$ cat config.mk
export PLATFORM = sky130hd
export DESIGN_NAME = uart_tx_fc
export DESIGN_NICKNAME = d
export VERILOG_FILES = /design/src/rtl/uart_tx_fc.sv
export SDC_FILE = /design/constraint.sdc
export NUM_CORES = 1
export LEC_CHECK = 0
export ABC_AREA = 1
export CAP_MARGIN = 20
export CORE_MARGIN = 4
export CORE_UTILIZATION = 43
export DETAILED_ROUTE_END_ITERATION = 12
export SLEW_MARGIN = 15
export SYNTH_ARGS = -nofsm -noshare
export SYNTH_HDL_FRONTEND = slang
export SYNTH_SLANG_ARGS = --single-unit
export TNS_END_PERCENT = 1
$ cat constraint.sdc
create_clock -name clk -period 2.8 [get_ports clk]
set_input_delay 0.7 -clock clk [delete_from_list [all_inputs] [get_ports clk]]
set_output_delay 0.7 -clock clk [all_outputs]
set_load 0.01 [all_outputs]
$ cat src/rtl/uart_tx_fc.sv
// RTS/CTS flow-controlled UART transmitter: byte stream in, FIFO-buffered,
// serialised as start + 8 data (LSB first) + optional parity + 1 or 2 stop bits.
module uart_tx_fc #(
    parameter int CLKS_PER_BIT = 868,
    parameter int PARITY_EN    = 0,
    parameter int PARITY_ODD   = 0,
    parameter int STOP_BITS    = 1,
    parameter int FIFO_DEPTH   = 4
) (
    input  logic       clk,
    input  logic       rst,
    input  logic [7:0] tx_data,
    input  logic       tx_valid,
    output logic       tx_ready,
    output logic       tx,
    output logic       rts,
    input  logic       cts,
    output logic       busy
);
    localparam int AW = $clog2(FIFO_DEPTH);
    localparam int BW = $clog2(CLKS_PER_BIT);
    localparam logic [BW-1:0] BAUD_LAST  = BW'(CLKS_PER_BIT - 1);
    localparam logic [2:0]    DATA_LAST  = 3'd7;
    localparam logic [2:0]    STOP_LAST  = 3'(STOP_BITS - 1);
    localparam logic [AW:0]   FULL_COUNT = (AW + 1)'(FIFO_DEPTH);
    localparam logic          PAR_INV    = (PARITY_ODD != 0);
    localparam logic          PAR_ON     = (PARITY_EN != 0);

    typedef enum logic [2:0] {
        S_IDLE,
        S_WAIT_CTS,
        S_START,
        S_DATA,
        S_PARITY,
        S_STOP
    } state_t;

    state_t          r_state;
    state_t          w_state_next;

    logic [7:0]      r_mem [FIFO_DEPTH];
    logic [AW-1:0]   r_wr_ptr;
    logic [AW-1:0]   r_rd_ptr;
    logic [AW:0]     r_count;
    logic            w_push;
    logic            w_pop;
    logic            w_empty;
    logic            w_full;
    logic [7:0]      w_head;

    logic            r_cts_meta;
    logic            r_cts_sync;

    logic [7:0]      r_shift;
    logic            r_parity;
    logic [BW-1:0]   r_baud_cnt;
    logic [2:0]      r_bit_cnt;
    logic            r_tx;
    logic            r_rts;
    logic            r_busy;

    logic            w_baud_done;
    logic            w_timed;
    logic            w_active;
    logic            w_tx_next;

    assign w_empty  = (r_count == '0);
    assign w_full   = (r_count == FULL_COUNT);
    assign w_push   = tx_valid && !w_full;
    assign w_head   = r_mem[r_rd_ptr];
    assign tx_ready = !w_full;
    assign tx       = r_tx;
    assign rts      = r_rts;
    assign busy     = r_busy;

    // FIFO storage carries no reset so it maps onto plain RAM.
    always_ff @(posedge clk) begin
        if (w_push) begin
            r_mem[r_wr_ptr] <= tx_data;
        end
    end

    always_ff @(posedge clk or posedge rst) begin
        if (rst) begin
            r_wr_ptr <= '0;
            r_rd_ptr <= '0;
            r_count  <= '0;
        end else begin
            if (w_push) begin
                r_wr_ptr <= r_wr_ptr + AW'(1);
            end
            if (w_pop) begin
                r_rd_ptr <= r_rd_ptr + AW'(1);
            end
            case ({w_push, w_pop})
                2'b10:   r_count <= r_count + (AW + 1)'(1);
                2'b01:   r_count <= r_count - (AW + 1)'(1);
                default: r_count <= r_count;
            endcase
        end
    end

    // cts comes from another domain; resets to the deasserted level.
    always_ff @(posedge clk or posedge rst) begin
        if (rst) begin
            r_cts_meta <= 1'b1;
            r_cts_sync <= 1'b1;
        end else begin
            r_cts_meta <= cts;
            r_cts_sync <= r_cts_meta;
        end
    end

    always_ff @(posedge clk or posedge rst) begin
        if (rst) begin
            r_state <= S_IDLE;
        end else begin
            r_state <= w_state_next;
        end
    end

    assign w_baud_done = (r_baud_cnt == BAUD_LAST);
    assign w_timed     = (r_state == S_START) || (r_state == S_DATA) ||
                         (r_state == S_PARITY) || (r_state == S_STOP);
    assign w_active    = !w_empty || (r_state != S_IDLE);

    always_comb begin
        w_state_next = r_state;
        w_pop        = 1'b0;
        w_tx_next    = 1'b1;
        case (r_state)
            S_IDLE: begin
                if (!w_empty) begin
                    w_state_next = S_WAIT_CTS;
                end
            end
            S_WAIT_CTS: begin
                if (!r_cts_sync && !w_empty) begin
                    w_pop        = 1'b1;
                    w_state_next = S_START;
                end
            end
            S_START: begin
                w_tx_next = 1'b0;
                if (w_baud_done) begin
                    w_state_next = S_DATA;
                end
            end
            S_DATA: begin
                w_tx_next = r_shift[0];
                if (w_baud_done && (r_bit_cnt == DATA_LAST)) begin
                    w_state_next = PAR_ON ? S_PARITY : S_STOP;
                end
            end
            S_PARITY: begin
                w_tx_next = r_parity;
                if (w_baud_done) begin
                    w_state_next = S_STOP;
                end
            end
            S_STOP: begin
                if (w_baud_done && (r_bit_cnt == STOP_LAST)) begin
                    w_state_next = w_empty ? S_IDLE : S_WAIT_CTS;
                end
            end
            default: begin
                w_state_next = S_IDLE;
            end
        endcase
    end

    // tx follows the state one cycle late, so every bit is exactly one baud wide.
    always_ff @(posedge clk or posedge rst) begin
        if (rst) begin
            r_shift    <= '0;
            r_parity   <= 1'b0;
            r_baud_cnt <= '0;
            r_bit_cnt  <= '0;
            r_tx       <= 1'b1;
            r_rts      <= 1'b1;
            r_busy     <= 1'b0;
        end else begin
            r_tx   <= w_tx_next;
            r_rts  <= !w_active;
            r_busy <= w_active;
            if (w_pop) begin
                r_shift  <= w_head;
                r_parity <= (^w_head) ^ PAR_INV;
            end else if ((r_state == S_DATA) && w_baud_done) begin
                r_shift <= {1'b0, r_shift[7:1]};
            end
            if (w_state_next != r_state) begin
                r_baud_cnt <= '0;
                r_bit_cnt  <= '0;
            end else if (w_timed) begin
                if (w_baud_done) begin
                    r_baud_cnt <= '0;
                    r_bit_cnt  <= r_bit_cnt + 3'd1;
                end else begin
                    r_baud_cnt <= r_baud_cnt + BW'(1);
                end
            end
        end
    end
endmodule

==> flow_summary.ini, run 1 <==
[clocking]
cts_root_buffer = clkbuf_8
clk_latency_ns = 0.35
hold_buffers = 0
cts.sinks = 69
cts.repair.resized = 0
cts_max_level = 3
post-cts-setup-buffer-count = 0
tritoncts = built
clk_path_buf_depth = 2
cts_buffers = 9
clk_pin_slew_ns = 0.08

[placement]
dpl_cell_area_um2 = 3830
hpwlAfterDp_mm = 4.63
dp.cells = 483
routabilityCongestion = 0.809
port_buffers = 15

[global_route]
grt_pass1_vias = 2475
antenna_found_initial = 0
globalRouteOverflowTotal = 0
grt_usage_pct = 14.6
grt_start_max_net_pins = 38
grt_pass1_wl_mm = 11.6

[layout]
design_area_um2 = 4040
drive_gt1_share_pct = 18.4
diodes = 0
nFillCells = 741
fin_cells = 499
area_growth_pct = 13.2
nets = 415

[pwr]
combPwrFrac_pct = 41.2
peakVddDrop_uv = 536
p_sw_mw = 1.63
p_int_mw = 2.34
switching_share_pct = 41.1
p_clk_share_pct = 21.1
power_density_nw_per_um2 = 982
p_leak_nw = 1.76
total_power_mw = 3.96
p_seq_share_pct = 37.7

[synthesis]
netlist_instances = 367
synth.distinct_cells = 37
yosysWarnings = 0
syn_area_um2 = 3570
syn_area_per_cell_um2 = 9.72
syn_nets = 390
synth_seq_area_share_pct = 53.1
synth-seq-cells = 69

[route]
drtAntennaViolNets = 0
via_per_inst = 4.93
drc = 0
drt_wl_total_mm = 6.55
vias = 2458
drt_iter0_drc = 92
drt_pass1_iterations = 5
wire_per_inst_um = 13.1

[timing]
slew_headroom_pct = 57.9
max_freq_ghz = 0.462
tns_ns = 0
period_share_pct = 77.3
grt_setup_unrepaired = no
hold_viol = 0
finalWorstPathRequiredPeriod_ns = 2.17
worst_slew_pin_slew_ns = 0.632
finalSetupViolCount = 0
final_max_slew_viol_count = 0
clock_skew_ns = 0.0120

[job]
drv_cap = 0

[floorplan]
chipWidth_um = 99.1
dieArea_um2 = 9810
core_area_um2 = 7890
start_util_pct = 45.2
num_rows = 32
io_pins = 16
die_y_um = 99.1

[critical_path]
cp_max_fo = 3
cp.required_ns = 2.10
startpoint = r_count[0]
r2r-start = r_rd_ptr[0]
crit_arrival_ns = 1.47
crit_type = flip-flop to output pin
crit_path_start_kind = flip-flop
crit_path_end_kind = output pin

[hold_path]
min_from = r_cts_meta
min_path_type = flip-flop to flip-flop

[run_status]
status = completed
==> sequential cells by signal, indices dropped and copies added, names as in the netlist <==
| signal | count |
|---|---|
| busy | 1 |
| r_baud_cnt | 10 |
| r_bit_cnt | 3 |
| r_count | 3 |
| r_cts_meta | 1 |
| r_cts_sync | 1 |
| r_mem | 32 |
| r_parity | 1 |
| r_rd_ptr | 2 |
| r_shift | 8 |
| r_state | 3 |
| r_wr_ptr | 2 |
| rts | 1 |
| tx | 1 |
==> synth_stat cells (all sizes together) <==
cell | number | area share (%)
nor4 | 1 | 0.35
clkinv | 2 | 0.25
o2111ai | 3 | 0.74
a21oi | 3 | 0.42
nand3 | 52 | 8.6
buf | 6 | 1.4
fa | 1 | 0.56
ha | 10 | 3.5
nor3 | 3 | 0.42
xnor2 | 3 | 0.74
o21ai | 13 | 2.8
edfxtp | 32 | 27
nand2 | 92 | 11
nand4 | 7 | 1.4
inv | 45 | 4.7
a211oi | 1 | 0.21
or2 | 1 | 0.18
clkbuf | 3 | 0.60
nor2 | 31 | 4.4
a31oi | 7 | 1.2
dfstp | 4 | 2.9
xor2 | 14 | 3.4
dfrtp | 33 | 23
==> critical path, cell delays in order, from the launching register on <==
cell and delay, ns:
dfrtp_1 0.41, inv_2 0.11, nand3_1 0.11, clkdlybuf4s50_1 0.50
==> cell families (layout without fill, tap and decap cells) <==
group / Yosys count / in the layout / share of synthesized area [%]
compound gates: 27 / 27 / 5.37
xor+xnor: 17 / 17 / 4.18
flops: 69 / 69 / 53.1
fa+ha+maj: 11 / 11 / 4.07
buf+inv: 56 / 86 / 6.98
simple gates: 187 / 187 / 26.4
==> path summary, 6_finish.rpt <==
check	end	slack [ns]	cells after the start
setup / recovery	tx_ready	0.63	3
hold / removal	r_cts_sync	0.36	0
setup reg to reg	r_parity	0.71	9
hold reg to reg	r_cts_sync	0.36	0
max in group asynchronous	tx	1.65	3
min in group asynchronous	r_wr_ptr[1]	0.77	3
==> layout make-up <==
class                   count  area [um2]  area share [%]
flip-flops and latches     69        1890            46.9
repair buffers             23         210            5.21
clock buffers               9         124            3.07
clock inverters             7        80.1            1.98
multi-input cells         242        1430            35.3
inverters                  47         178            4.40
well taps                 102         128            3.16
==> through the flow <==
step	utilization [%]	worst slack [ns]	hold WS (ns)
after floorplan	-	0.646	0.345
final	51.2	0.634	0.358
after CTS	51.2	0.605	0.360
after detailed placement	48.6	0.468	0.349
after global placement	48.6	0.515	0.347
after global routing	51.2	0.464	0.370
==> power groups by stage <==
| stage | clock network, mW | logic (mW) | registers (mW) |
|---|---|---|---|
| 2_1_floorplan | 0 | 1.42 | 1.44 |
| 3_3_place_gp | 0 | 1.63 | 1.52 |
| 3_5_place_dp | 0 | 1.66 | 1.52 |
| 4_1_cts | 0.864 | 1.67 | 1.50 |
| 5_1_grt | 0.910 | 1.87 | 1.53 |
| 6_report | 0.834 | 1.63 | 1.50 |
==> metal layers <==
metal  wire, um  global-route usage (%)
met1       3080                    19.0
met2       3230                    24.0
met3        188                    4.25
met4         55                    3.78
met5          0                       0
==> cells in the final DEF (no fill, tap or decap), types with 9 or more instances in the layout <==
cell,instances
nand2_1,81
nand3_1,44
inv_1,37
dfrtp_1,33
edfxtp_1,32
nor2_1,25
clkdlybuf4s50_1,15
xor2_1,14
ha_1,10
o21ai_2,9
clkbuf_8,9
Note: power is estimated with default switching activity, not from simulation.
==> run 2: changes to the inputs <==
==> constraint.sdc (replaced) <==
create_clock -name clk -period 1.7 [get_ports clk]
set_input_delay 0.425 -clock clk [delete_from_list [all_inputs] [get_ports clk]]
set_output_delay 0.425 -clock clk [all_outputs]
set_load 0.01 [all_outputs]
==> flow_summary.ini, run 2 (synthesis gave the netlist of run 1 again) <==
[hold_path]
min_from = r_cts_meta
holdPathEnd = r_cts_sync
min_path_type = flip-flop to flip-flop
hold_depth = 0

[clocking]
clk_latency_ns = 0.35
clk_pin_slew_ns = 0.08
tritoncts = built
cts.sinks = 69
clk_path_buf_depth = 2
cts_max_level = 3
cts_root_buffer = clkbuf_8
cts_buffers = 9

[route]
via_per_inst = 4.77
drt_iter0_drc = 89
dr_wl_met3_um = 208
drc = 0
route.top_layer_used = met4
wl_met2_mm = 3.36
drtAntennaViolNets = 0
drt_wl_total_mm = 6.82
drt_pass1_iterations = 5
vias = 2620
wirelength_met1_mm = 3.10
wire_per_inst_um = 12.4

[timing]
period_share_pct = 113
hold_ws_ns = 0.363
final_max_slew_viol_count = 0
finalWorstPathRequiredPeriod_ns = 1.92
max_freq_ghz = 0.522
grt_setup_unrepaired = yes
worst_slew_pin_slew_ns = 0.275
clock_skew_ns = 0.0117
hold_viol = 0
finalSetupViolCount = 14
tns_ns = -2.64
slew_headroom_pct = 81.6
layout_setup_ws_ns = -0.216

[pwr]
p_leak_nw = 2.05
power_density_nw_per_um2 = 1690
p_int_mw = 4.89
combPwrFrac_pct = 46.1
switching_share_pct = 37.0
p_sw_mw = 2.88
p_clk_share_pct = 23.1
peakVddDrop_uv = 784
p_seq_share_pct = 30.8

[placement]
hpwlAfterDp_mm = 4.99
port_buffers = 15
dp_slack_ns = -0.260
routabilityCongestion = 0.805
dp.cells = 532

[critical_path]
r2r_setup_slack_ns = -0.22
cp_common_cell = nand2_1
max_stage_delay_ns = 0.42
r2r-start = r_bit_cnt[0]
r2r_end = r_baud_cnt[7]
crit_arrival_ns = 2.19
crit_path_end_kind = flip-flop
crit_type = flip-flop to flip-flop
cp.required_ns = 1.98
crit_path_top_delay_cell = dfrtp_1
rr_worst_depth = 14
cp_max_fo = 5
crit_chain = ha_1 -> ha_2 -> nand4_1 -> nand2_1 -> nand2_1 -> nand2_1 -> nand2_1 -> nand2_2 -> inv_2 -> nand2_4 -> nor2_8 -> buf_12 -> nand3_1 -> o21ai_2
path_delay_family = simple AND/OR/NAND/NOR gates
cp.buffers_inverters = 2
crit_path_start_kind = flip-flop

[global_route]
grt_pass1_wl_mm = 11.6
grt_start_max_net_pins = 38
antenna_found_initial = 0
grt_usage_pct = 15.2
globalRouteOverflowTotal = 0
grt_pass1_vias = 2536

[floorplan]
dieArea_um2 = 9810
chipWidth_um = 99.1
io_pins = 16
start_util_pct = 45.2
num_rows = 32
core_area_um2 = 7890
die_y_um = 99.1

[layout]
area_growth_pct = 29.1
final_util_pct = 58.4
diodes = 0
largest_register_ff_count = 32
fin_cells = 549
nets = 465
top_register = r_mem
layout_commonest_cell = nand2_1
drive_gt1_share_pct = 32.2
top_regs = r_mem: 32 flops, r_baud_cnt: 10 flops, r_shift: 8 flops
final_cell_mix = 77 x nand2_1, 55 x buf_4, 42 x nand3_1, 34 x inv_1, 32 x edfxtp_1

[run_status]
status = complete, but fails checks
violations = setup timing

[job]
drv_cap = 0
## run 2: worst max-delay path by stage
stage / startpoint / endpoint / cells past startpoint
6_report: r_bit_cnt[0] / r_baud_cnt[7] / 14
5_1_grt: r_bit_cnt[1] / r_baud_cnt[1] / 15
4_1_cts: r_bit_cnt[0] / r_baud_cnt[0] / 13
3_5_place_dp: tx_valid / r_count[2] / 8
3_3_place_gp: tx_valid / r_count[2] / 8
2_1_floorplan: r_state[2] / r_count[2] / 10
## run 2: power by group through the flow
stage / Combinational, mW / Clock [mW] / Sequential (mW)
2_1_floorplan: 2.39 / 0 / 2.37
3_3_place_gp: 3.47 / 0 / 2.41
3_5_place_dp: 3.53 / 0 / 2.41
4_1_cts: 3.54 / 1.84 / 2.39
5_1_grt: 4.00 / 1.88 / 2.44
6_report: 3.58 / 1.80 / 2.39
## run 2: area by class of cell
type,count,area (um2)
fillers,662,3280
flip-flops and latches,69,1890
multi-input cells,242,1520
repair buffers,73,616
inverters,47,179
clock inverters,7,145
well taps,102,128
clock buffers,9,124
## run 2: repair_timing
item | 4_1_cts | 5_1_grt
buffers inserted | 0 | 1
hold buffers | 0 | 0
hold endpoints to repair | 0 | 0
resized for setup | 9 | 16
pin swaps | 0 | 6
endpoints found under the setup margin | 26 | 24
## run 2: routing by layer
layer	global-route usage [%]	vias up
li1	-	1364
met1	18.8	1215
met2	25.4	32
met3	2.97	9
met4	7.14	0
met5	0	-
## run 2: per-stage QoR
stage | cell area, um2 | power (mW)
floorplan | 3590 | 4.76
global placement | 4260 | 5.88
detailed placement | 4260 | 5.94
CTS | 4530 | 7.76
global route | 4600 | 8.33
finish | 4600 | 7.77
